### src/rtl/free_list.sv
// free_list: circular FIFO of free physical register tags for the R10K rename stage.
// Optional FREE_LIST_BYPASS_EN forwards a freed tag straight to alloc_tag while empty.
`ifndef PHYS_REG_SZ
`define PHYS_REG_SZ 64
`endif

package free_list_pkg;
   localparam int TAG_W = $clog2(`PHYS_REG_SZ);

   typedef struct packed {
      logic [TAG_W-1:0] tag;
      logic             valid;
      logic             ready;
   } phys_tag_t;
endpackage

module free_list
   import free_list_pkg::*;
#(
   parameter int PHYS_REG_SZ = `PHYS_REG_SZ,
   parameter int ARCH_REG_SZ = 32
) (
   input  logic                         clock,
   input  logic                         reset,
   input  logic                         alloc_en,
   output phys_tag_t                    alloc_tag,
   input  logic                         free_en,
   input  phys_tag_t                    free_tag,
   input  logic                         retire_en,
   input  logic                         squash,
   output logic                         empty,
   output logic [$clog2(PHYS_REG_SZ):0] free_count,
   output logic                         error
);

   localparam int IDX_W = $clog2(PHYS_REG_SZ);
   localparam int PTR_W = IDX_W + 1;
   localparam int FREE_AT_RESET = PHYS_REG_SZ - ARCH_REG_SZ;
   localparam logic [PTR_W-1:0] FULL_CNT   = PTR_W'(PHYS_REG_SZ);
   localparam logic [PTR_W-1:0] RESET_TAIL = PTR_W'(FREE_AT_RESET);
   localparam logic [PTR_W-1:0] PTR_ONE    = PTR_W'(1);

   logic [TAG_W-1:0] entries [PHYS_REG_SZ];
   logic [PTR_W-1:0] head, tail, rhead;
   logic [PTR_W-1:0] rhead_next;
   logic             bypass;
   logic             do_alloc, do_free, retire_ok;
   logic             alloc_err, free_err, retire_err;
   logic             unused_ready;

   assign unused_ready = free_tag.ready;

   // Pointers carry a wrap bit, so the difference is the occupancy even across wrap.
   assign free_count = tail - head;
   assign empty      = (free_count == '0);

`ifdef FREE_LIST_BYPASS_EN
   assign bypass = empty & free_en & free_tag.valid & alloc_en & ~squash;
`else
   assign bypass = 1'b0;
`endif

   // NOTE: every combinational output gets a default first so no latch is inferred.
   always_comb begin
      do_alloc   = 1'b0;
      alloc_err  = 1'b0;
      do_free    = 1'b0;
      free_err   = 1'b0;
      retire_ok  = 1'b0;
      retire_err = 1'b0;
      rhead_next = rhead;

      // Dispatch is squashed away in a recovery cycle, so alloc is ignored then.
      if (alloc_en && !squash) begin
         do_alloc  = ~empty;
         alloc_err = empty & ~bypass;
      end

      if (free_en && free_tag.valid && !bypass) begin
         do_free  = (free_count < FULL_CNT);
         free_err = (free_count == FULL_CNT);
      end

      // The retire head may only walk over tags that dispatch has already handed out.
      if (retire_en) begin
         retire_ok  = (rhead != head);
         retire_err = (rhead == head);
      end
      if (retire_ok)
         rhead_next = rhead + PTR_ONE;

      alloc_tag.tag   = bypass ? free_tag.tag : entries[head[IDX_W-1:0]];
      alloc_tag.valid = bypass | ~empty;
      alloc_tag.ready = 1'b0;
   end

   // NOTE: sequential state uses non-blocking assignments so every register samples pre-edge values.
   always_ff @(posedge clock) begin
      if (reset) begin
         head  <= '0;
         rhead <= '0;
         tail  <= RESET_TAIL;
         error <= 1'b0;
         // NOTE: the tag store is reset because its contents define the post-reset free set.
         for (int i = 0; i < PHYS_REG_SZ; i++)
            entries[i] <= (i < FREE_AT_RESET) ? TAG_W'(ARCH_REG_SZ + i) : '0;
      end else begin
         if (do_free) begin
            entries[tail[IDX_W-1:0]] <= free_tag.tag;
            tail                     <= tail + PTR_ONE;
         end

         // Retire takes effect before squash, so recovery lands on the updated retire head.
         if (squash)
            head <= rhead_next;
         else if (do_alloc)
            head <= head + PTR_ONE;

         rhead <= rhead_next;

         if (alloc_err || free_err || retire_err)
            error <= 1'b1;
      end
   end

endmodule
### config.mk
export PLATFORM = sky130hd
export DESIGN_NAME = free_list
export DESIGN_NICKNAME = d
export VERILOG_FILES = /design/src/rtl/free_list.sv
export SDC_FILE = /design/constraint.sdc
export NUM_CORES = 1
export LEC_CHECK = 0
export BUFFER_PORTS_ARGS = -buffer_cell sky130_fd_sc_hd__buf_2
export CORE_MARGIN = 2
export CORE_UTILIZATION = 57
export CTS_BUF_LIST = sky130_fd_sc_hd__clkbuf_2
export DETAILED_ROUTE_END_ITERATION = 8
export GPL_ROUTABILITY_DRIVEN = 0
export PLACE_DENSITY = 0.73
export SKIP_CTS_REPAIR_TIMING = 1
export SLEW_MARGIN = 0
export SYNTH_ARGS = -nofsm -noshare
export SYNTH_HDL_FRONTEND = slang
export SYNTH_SLANG_ARGS = --single-unit
export TNS_END_PERCENT = 10
### constraint.sdc
create_clock -name clock -period 3.4 [get_ports clock]
set_clock_uncertainty 0.1 [all_clocks]
set_input_delay 0.51 -clock clock [delete_from_list [all_inputs] [get_ports clock]]
set_output_delay 0.51 -clock clock [all_outputs]
set_load 0.01 [all_outputs]
==> impl_metrics.ini, run 1 <==
[status]
status = finished with violations
failed_checks = negative setup slack

[routing]
wl_um = 49600
num_vias = 13280
drcViolationCount = 0
first_pass_iters = 5
post_drt_wl_per_cell_um = 24.20
final_antenna_net_count = 0
avgViaCountPerCell = 6.477
drtIter0Drc = 1451

[synthesis]
synth-seq-cells = 412
async_reset_ff_share_pct = 0
yosysTopAreaCell = edfxtp_1
synth_xor_xnor_area_share_pct = 1.241
post-synth-top-count-cell = edfxtp_1
synth_top_family_by_area = simple AND/OR/NAND/NOR gates
synth_edf_count = 384
ys_top_cells_by_area = edfxtp_1, mux4_2, nor4_1, clkbuf_1, dfxtp_1
yosysSeqAreaShare_pct = 61.21
synthTopCellsByCount = edfxtp_1, nor4_1, clkbuf_1, mux4_2, nand2_1
yosysWarnings = 0
synth_ff_type = edfxtp_1
muxShareOfSynthArea_pct = 14.39
synth_top_area_share_pct = 58.37
synth-simple-area-share_pct = 17.01
synth_cell_type_count = 53
synth_compound_area_share_pct = 1.640
syn-num-nets = 1460
syn_area_um2 = 19760
syn-instance-count = 1436
avgSynthCellArea_um2 = 13.76
synthAdderAreaFrac_pct = 0.6714

[cells_and_area]
n_fill_cell = 2469
layout-drive-gt1-share_pct = 32.31
area_delta_synth_final_pct = 12.81
final_nets = 1543

[setup_path]
end_kind = primary output
worstPathMaxFanout = 8
path_class = flip-flop to primary output
start_kind = flip-flop
cp.required_ps = 2790
crit_arrival_ps = 3540

[sta]
setup_slack_ps = -747.2
period_needed_ps = 4147
post-route-period-util_pct = 122.0
tightest_slew_ps = 904.0
hold_slack_ps = 393.4
max_slew_margin_pct = 39.73
hold_violations = 0
grt_setup_unrepaired = true
setup_violations = 8
drv_slew = 0
clock.fmax_mhz = 241.1
finalSetupTns_ps = -4704

[placed_design]
hpwl_um = 31080
numPortBuffers = 28

[global_route]
grt_util_all_layers_pct = 27.36
gr-total-overflow = 0
grt_max_degree = 62
grt_pass1_wl_um = 74260
grt_pass1_vias = 13010
grt_antenna_before_repair = 1

[floorplanning]
core_area_um2 = 34370
start_util_pct = 57.47
die-area_um2 = 36160
fp-row-count = 68
io_pins = 31
die_y_um = 190.2
dieWidth_um = 190.2

[power_and_ir_drop]
powerDensity_nw_per_um2 = 477.6
leakagePower_nw = 7.111
peakVddDrop_v = 0.0002527

[clock_network]
cts_made_buffers = 101
cts_max_path_buffers = 3
clock_latency_ps = 1010
clk_pin_slew_worst_paths_ps = 110
cts.sinks = 412
cts-root-buf = clkbuf_2
cts_tree = done
cts.htree.levels = 3

[run]
maxCapViolCount = 0

[worst_hold_path]
hold_path.class = input pin to flip-flop
==> logic make-up (layout without fill, tap and decap cells) <==
family | count (synthesis) | count (layout)
buf+inv | 196 | 354
xor+xnor | 28 | 28
fa+ha+maj | 10 | 10
simple gates | 616 | 616
other cells | 1 | 2
flops | 412 | 412
mux | 129 | 129
compound gates | 44 | 44
==> report_power, final <==
part	total, mW	switching (mW)	internal, mW	leakage [nW]
Clock	3.16	2.02	1.14	0.657
Combinational	1.77	0.936	0.831	2.65
Sequential	5.72	0.0666	5.65	3.80
==> layout make-up <==
cell class,instances,area (µm²),share of cell area (%)
Sequential cell,412,12110,54.35
Antenna cell,1,2.502,0.01123
Clock inverter,47,211.5,0.9488
Tap cell,455,569.3,2.554
Timing Repair Buffer,155,1515,6.799
Inverter,21,81.33,0.3649
Multi-Input combinational cell,828,7139,32.03
Clock buffer,131,655.6,2.942
==> metrics by stage <==
stage | cells | total power, mW | setup slack [ps] | util (%) | instance area (µm²)
finish | 2050 | 10.64 | -747.2 | 64.84 | 22290
floorplan | 1436 | 6.784 | 84.74 | - | 19760
CTS | 2003 | 10.38 | -939.9 | 62.51 | 21490
global placement | 1825 | 7.268 | 207.1 | 59.99 | 20620
detailed placement | 1825 | 7.292 | 138.0 | 59.99 | 20620
global route | 2050 | 11.02 | -821.8 | 64.84 | 22290
==> flip-flops by register name, indices dropped and copies added (netlist names), named ones only <==
signal / flops
entries: 384
head: 7
rhead: 7
tail: 7
error: 1
==> worst paths after layout <==
kind,from,to,slack (ps),cells past startpoint
setup / recovery,flip-flop,alloc_tag[3],-750,6
hold / removal,squash,head[2],390,3
setup reg to reg,head[0],head[1],80,10
hold reg to reg,rhead[6],rhead[6],470,2
==> cell usage in the layout, fill, tap and decap left out, types with 7 or more instances in the layout <==
cell type / n
edfxtp_1: 384
nor4_1: 190
clkbuf_2: 131
mux4_2: 124
buf_4: 85
nand2_1: 78
nor2_1: 77
nor3_1: 55
or2_2: 55
nand3_1: 40
clkinv_1: 36
nand4_1: 33
and2_1: 33
buf_2: 23
nand2b_1: 21
dfxtp_1: 18
buf_12: 17
xor2_1: 15
dlygate4sd3_1: 14
inv_2: 13
a21oi_1: 12
xnor2_1: 11
inv_1: 10
or3_1: 10
buf_6: 9
dfxtp_2: 7
clkinv_2: 7
==> worst max-delay path: stages (launching register included) <==
cell and delay (ps):
dfxtp_4 400, buf_12 170, buf_16 150, mux4_2 540, mux4_2 540, mux4_2 550
buf_6 150
==> layer usage <==
layer / routed length, µm / up-vias / share of wire (%) / GRT usage [%]
met5: 0 / - / 0 / 0
met4: 1497 / 0 / 3.0 / 10.97
met3: 5255 / 96 / 11 / 7.120
met2: 23820 / 749 / 48 / 42.83
met1: 19030 / 6560 / 38 / 37.01
li1: - / 5872 / - / -
Note: power is estimated with default switching activity, not from simulation.
==> run 2: changes to the inputs <==
--- a/config.mk
+++ b/config.mk
@@ -6,4 +6,5 @@
 export NUM_CORES = 1
 export LEC_CHECK = 0
+export ABC_AREA = 1
 export BUFFER_PORTS_ARGS = -buffer_cell sky130_fd_sc_hd__buf_2
 export CORE_MARGIN = 2
==> constraint.sdc (replaced) <==
create_clock -name clock -period 3.4 [get_ports clock]
set_clock_uncertainty 0.1 [all_clocks]
set_input_delay 0 -clock clock [delete_from_list [all_inputs] [get_ports clock]]
set_output_delay 0 -clock clock [all_outputs]
set_load 0.01 [all_outputs]
==> impl_metrics.ini, run 2 <==
[worst_hold_path]
hold_path.class = input pin to flip-flop

[global_route]
gr-total-overflow = 0
grt_pass1_wl_um = 82720
grt_max_degree = 205
grt_util_all_layers_pct = 29.94
grt_pass1_vias = 15520
grt_antenna_before_repair = 1

[synthesis]
yosysTopAreaCell = edfxtp_1
synthTopCellsByCount = edfxtp_1, nor2_1, nand2_1, o21ai_0, nor3_1
yosysWarnings = 0
syn-instance-count = 2045
syn_area_um2 = 19700
post-synth-top-count-cell = edfxtp_1
synth-seq-cells = 412
synth_edf_count = 384
ys_top_cells_by_area = edfxtp_1, nor2_1, o21ai_0, nand2_1, nor3_1
yosysSeqAreaShare_pct = 61.38
syn-num-nets = 2069
synth_ff_type = edfxtp_1
synth_cell_type_count = 40
avgSynthCellArea_um2 = 9.633
synth_top_area_share_pct = 58.54
async_reset_ff_share_pct = 0

[placed_design]
hpwl_um = 33270
dp_slack_ps = -22.16
numPortBuffers = 28

[floorplanning]
die_y_um = 189.9
die-area_um2 = 36060
fp-row-count = 68
start_util_pct = 57.45
io_pins = 31
core_area_um2 = 34290
dieWidth_um = 189.9

[sta]
finalSetupTns_ps = 0
clock.fmax_mhz = 311.0
drv_slew = 0
setup_slack_ps = 184.9
setup_violations = 0
grt_setup_unrepaired = false
tightest_slew_ps = 1048
hold_slack_ps = 51.06
period_needed_ps = 3215
hold_violations = 0
post-route-period-util_pct = 94.56
max_slew_margin_pct = 30.11

[setup_path]
worstPathMaxFanout = 73
critPathSlowestCell = clkbuf_8
critical-path-top-delay-family = compound AO/OA/AOI/OAI gates
cp_num_buf_inv = 2
end_kind = primary output
path_common_cell = nand3_1
cp_cell_sequence = clkbuf_8 -> o21ai_0 -> o22ai_1 -> o211ai_1 -> nand3_1 -> nand3_1 -> nand2_1 -> buf_2
start_kind = flip-flop
crit_arrival_ps = 3120
cp.required_ps = 3300
slowest_delay_ps = 410
path_class = flip-flop to primary output

[clock_network]
cts-root-buf = clkbuf_2
cts_tree = done
clk_pin_slew_worst_paths_ps = 120
clock_latency_ps = 1010
cts_made_buffers = 102
cts_max_path_buffers = 3
cts.htree.levels = 3
cts.sinks = 412

[cells_and_area]
final_nets = 2145
layout-drive-gt1-share_pct = 14.66
n_fill_cell = 2847
largest_reg_flops = 384
layout_common_cells = edfxtp_1, nor2_1, nand2_1, o21ai_0, nor3_1
fin_util_pct = 63.36
final_common_cell = edfxtp_1
regMostFlops = entries
area_delta_synth_final_pct = 10.29

[status]
status = finished, final reports clean

[routing]
drtIter0Drc = 1972
post_drt_wl_per_cell_um = 20.68
first_pass_iters = 5
final_antenna_net_count = 0
num_vias = 16160
avgViaCountPerCell = 6.104
wl_um = 54740
drcViolationCount = 0

[power_and_ir_drop]
peakVddDrop_v = 0.0002832
leakagePower_nw = 7.976
powerDensity_nw_per_um2 = 487.1

[run]
maxCapViolCount = 0
-- run 2: cell count changes after synthesis, moves of 33 or more --
cell / before / now
nor2_1: 78 / 342
o211ai_1: 0 / 36
nor3_1: 55 / 168
mux4_2: 124 / 0
inv_1: 15 / 88
o22ai_1: 1 / 72
nand2_1: 79 / 290
and2_1: 33 / 0
nor4_1: 193 / 0
o21ai_0: 5 / 219
or2_2: 55 / 2
nand3_1: 40 / 124
-- run 2: layer usage --
metal	part of all wire (%)	global-route usage [%]
met1	39	39.80
met2	48	48.13
met3	9.7	5.516
met4	3.7	13.80
met5	0	0
-- run 2: through the flow --
stage / cell area, µm² / instances / power (mW)
2_1_floorplan: 19700 / 2045 / 6.935
3_3_place_gp: 20480 / 2440 / 7.467
3_5_place_dp: 20480 / 2440 / 7.500
4_1_cts: 21310 / 2613 / 10.49
5_1_grt: 21720 / 2646 / 11.01
6_report: 21730 / 2647 / 10.58
-- run 2: layout make-up --
cell class	count	area (µm²)	share of cell area, %
flip-flops and latches	412	12100	55.70
multi-input cells	1353	6524	30.03
repair buffers	149	1289	5.932
clock buffers	140	700.7	3.225
well taps	455	569.3	2.620
inverters	103	405.4	1.866
clock inverters	33	131.4	0.6047
diodes	2	5.005	0.02304
-- run 2: worst paths after layout --
kind / slack (ps) / depth (start not counted) / end / from
worst max-delay path: 180 / 8 / alloc_tag[7] / flip-flop
worst min-delay path: 50 / 4 / entries[14][1] / free_tag[3]
worst min register to register: 410 / 2 / tail[6] / tail[6]
worst max register to register: 230 / 14 / entries[7][5] / tail[0]
-- run 2: worst reg2reg max path: stages, from the launching register on --
cell and delay [ps]:
dfxtp_2 400, inv_2 100, ha_1 220, fa_1 410
inv_1 90, nand2_1 80, nand4_2 110, nand4_4 120
nor2_4 160, buf_4 140, nand2_4 70, nor2_4 110
buf_12 180, nand3_1 80, dlygate4sd3_1 560
-- run 2: power breakdown --
part           internal, mW  total [mW]  switching (mW)
registers              5.73        5.85           0.118
clock network          1.11        3.08            1.97
logic                 0.503        1.65            1.15
-- run 2: logic make-up after synthesis --
logic type / after synthesis / share of synthesized area, %
other: 1 / 0.01904
AND/OR/NAND/NOR: 944 / 20.46
XOR/XNOR: 13 / 0.5780
adder cells (fa/ha/maj): 10 / 0.6733
buffers and inverters: 280 / 5.564
AO/OA/AOI/OAI: 385 / 11.33
flip-flops: 412 / 61.38
==> run 3: changes to the inputs <==
- CORE_UTILIZATION: 57 -> 59
- PLACE_DENSITY: 0.73 -> 0.75
- SETUP_SLACK_MARGIN: not set -> 0.3
==> impl_metrics.ini, run 3 (synthesized netlist as in run 2, its figures left out) <==
[sta]
grt_setup_unrepaired = true
hold_violations = 0
post-route-period-util_pct = 93.26
setup_slack_ps = 229.1
tightest_slew_ps = 1077
setup_violations = 0
clock.fmax_mhz = 315.4
max_slew_margin_pct = 28.13
period_needed_ps = 3171
drv_slew = 0

[routing]
num_vias = 16970
avgViaCountPerCell = 6.321
post_drt_wl_per_cell_um = 22.67
final_antenna_net_count = 0
drtIter0Drc = 2278
wl_um = 60850
drcViolationCount = 0
first_pass_iters = 8

[status]
status = finished, final reports clean

[cells_and_area]
layout_common_cells = edfxtp_1, nor2_1, nand2_1, o21ai_0, nor3_1
area_delta_synth_final_pct = 13.45
layout-drive-gt1-share_pct = 17.78
finalNonFillerCells = 2684
largest_reg_flops = 384
final_nets = 2178
final_common_cell = edfxtp_1
n_fill_cell = 2488
fin_util_pct = 68.34
regMostFlops = entries

[power_and_ir_drop]
report.power.total_mw = 10.95
peakVddDrop_v = 0.0002381
powerDensity_nw_per_um2 = 490.1
leakagePower_nw = 8.263

[floorplanning]
fp-row-count = 66
die-area_um2 = 34870
io_pins = 31
start_util_pct = 60.24
dieWidth_um = 186.7
core_area_um2 = 32700
die_y_um = 186.7

[placed_design]
numPortBuffers = 28
dp_slack_ps = -131.5
hpwl_um = 33430
place_inst = 2435

[global_route]
grt_pass1_wl_um = 84040
grt_max_degree = 205
gr-total-overflow = 0
grt_pass1_vias = 15510
grt_util_all_layers_pct = 30.99
grt_antenna_before_repair = 2

[clock_network]
clk_pin_slew_worst_paths_ps = 110
cts_made_buffers = 101
cts_tree = done
cts.sinks = 412
cts-root-buf = clkbuf_2
cts.htree.levels = 3
clock_latency_ps = 970
cts_max_path_buffers = 3

[setup_path]
cp_cell_sequence = clkinv_16 -> buf_12 -> buf_4 -> o21ai_1 -> o22ai_1 -> o211ai_1 -> nand3_1 -> nand3_2 -> nand2_1 -> buf_2
rr_startpoint = tail[0]
end_kind = primary output
crit_arrival_ps = 3070
slowest_delay_ps = 490
critPathSlowestCell = dfxtp_4
worstPathMaxFanout = 42
start_kind = flip-flop
path_class = flip-flop to primary output
cp.required_ps = 3300

[worst_hold_path]
hp-start = retire_en
hold_path.class = input pin to flip-flop

[run]
maxCapViolCount = 0
[run 3: changes by cell type in the layout (fill, tap and decap cells not counted), sizes merged]
| cell | delta |
|---|---|
| clkbuf | +14 |
| buf | +29 |
| inv | -5 |
| diode | +1 |
| dlygate4sd3 | -3 |
| clkinvlp | +2 |
| nor2 | +2 |
| clkinv | +10 |
[run 3: critical path: cells and delay by family (launching register included)]
family	cells	cell delay [ps]
DFF	1	490
AOI/OAI and AO/OA	3	570
and+or+nand+nor	3	330
buffers and inverters	4	700
[run 3: layer usage]
| layer | part of all wire (%) | vias to the layer above | global-route usage, % |
|---|---|---|---|
| met1 | 35 | 7909 | 41.74 |
| met4 | 4.9 | 0 | 14.07 |
| met5 | 0 | - | 0 |
| met3 | 14 | 250 | 6.752 |
| met2 | 45 | 1320 | 48.58 |
| li1 | - | 7486 | - |
[run 3: layout make-up]
class	count	area [µm²]	area share (%)
clock inverters	37	148.9	0.6662
clock buffers	151	755.7	3.381
inverters	103	429.2	1.920
repair inverters	3	30.03	0.1344
multi-input cells	1355	6666	29.83
flip-flops and latches	412	12110	54.18
diodes	3	7.507	0.03359
well taps	442	553.0	2.475
repair buffers	178	1650	7.384
[run 3: final timing paths]
path	endpoint	slack, ps	depth (start not counted)
worst max-delay path	alloc_tag[7]	230	10
worst min register to register	tail[6]	410	2
worst max register to register	entries[54][0]	310	12
worst min-delay path	rhead[4]	4	5
[run 3: per-stage QoR]
step                      hold WS (ps)  instance area [µm²]  setup TNS, ps
final                            3.869                22350              0
after global routing            -3.101                22350              0
after CTS                       -778.7                21430         -10300
after detailed placement         288.0                20530          -5982
after global placement           282.8                20530         -97.43
after floorplan                 -30.93                19700              0
[run 3: where the power goes]
part	internal (mW)	total, mW	switching (mW)
Combinational	0.589	1.87	1.28
Clock	1.19	3.24	2.05
Sequential	5.73	5.85	0.116
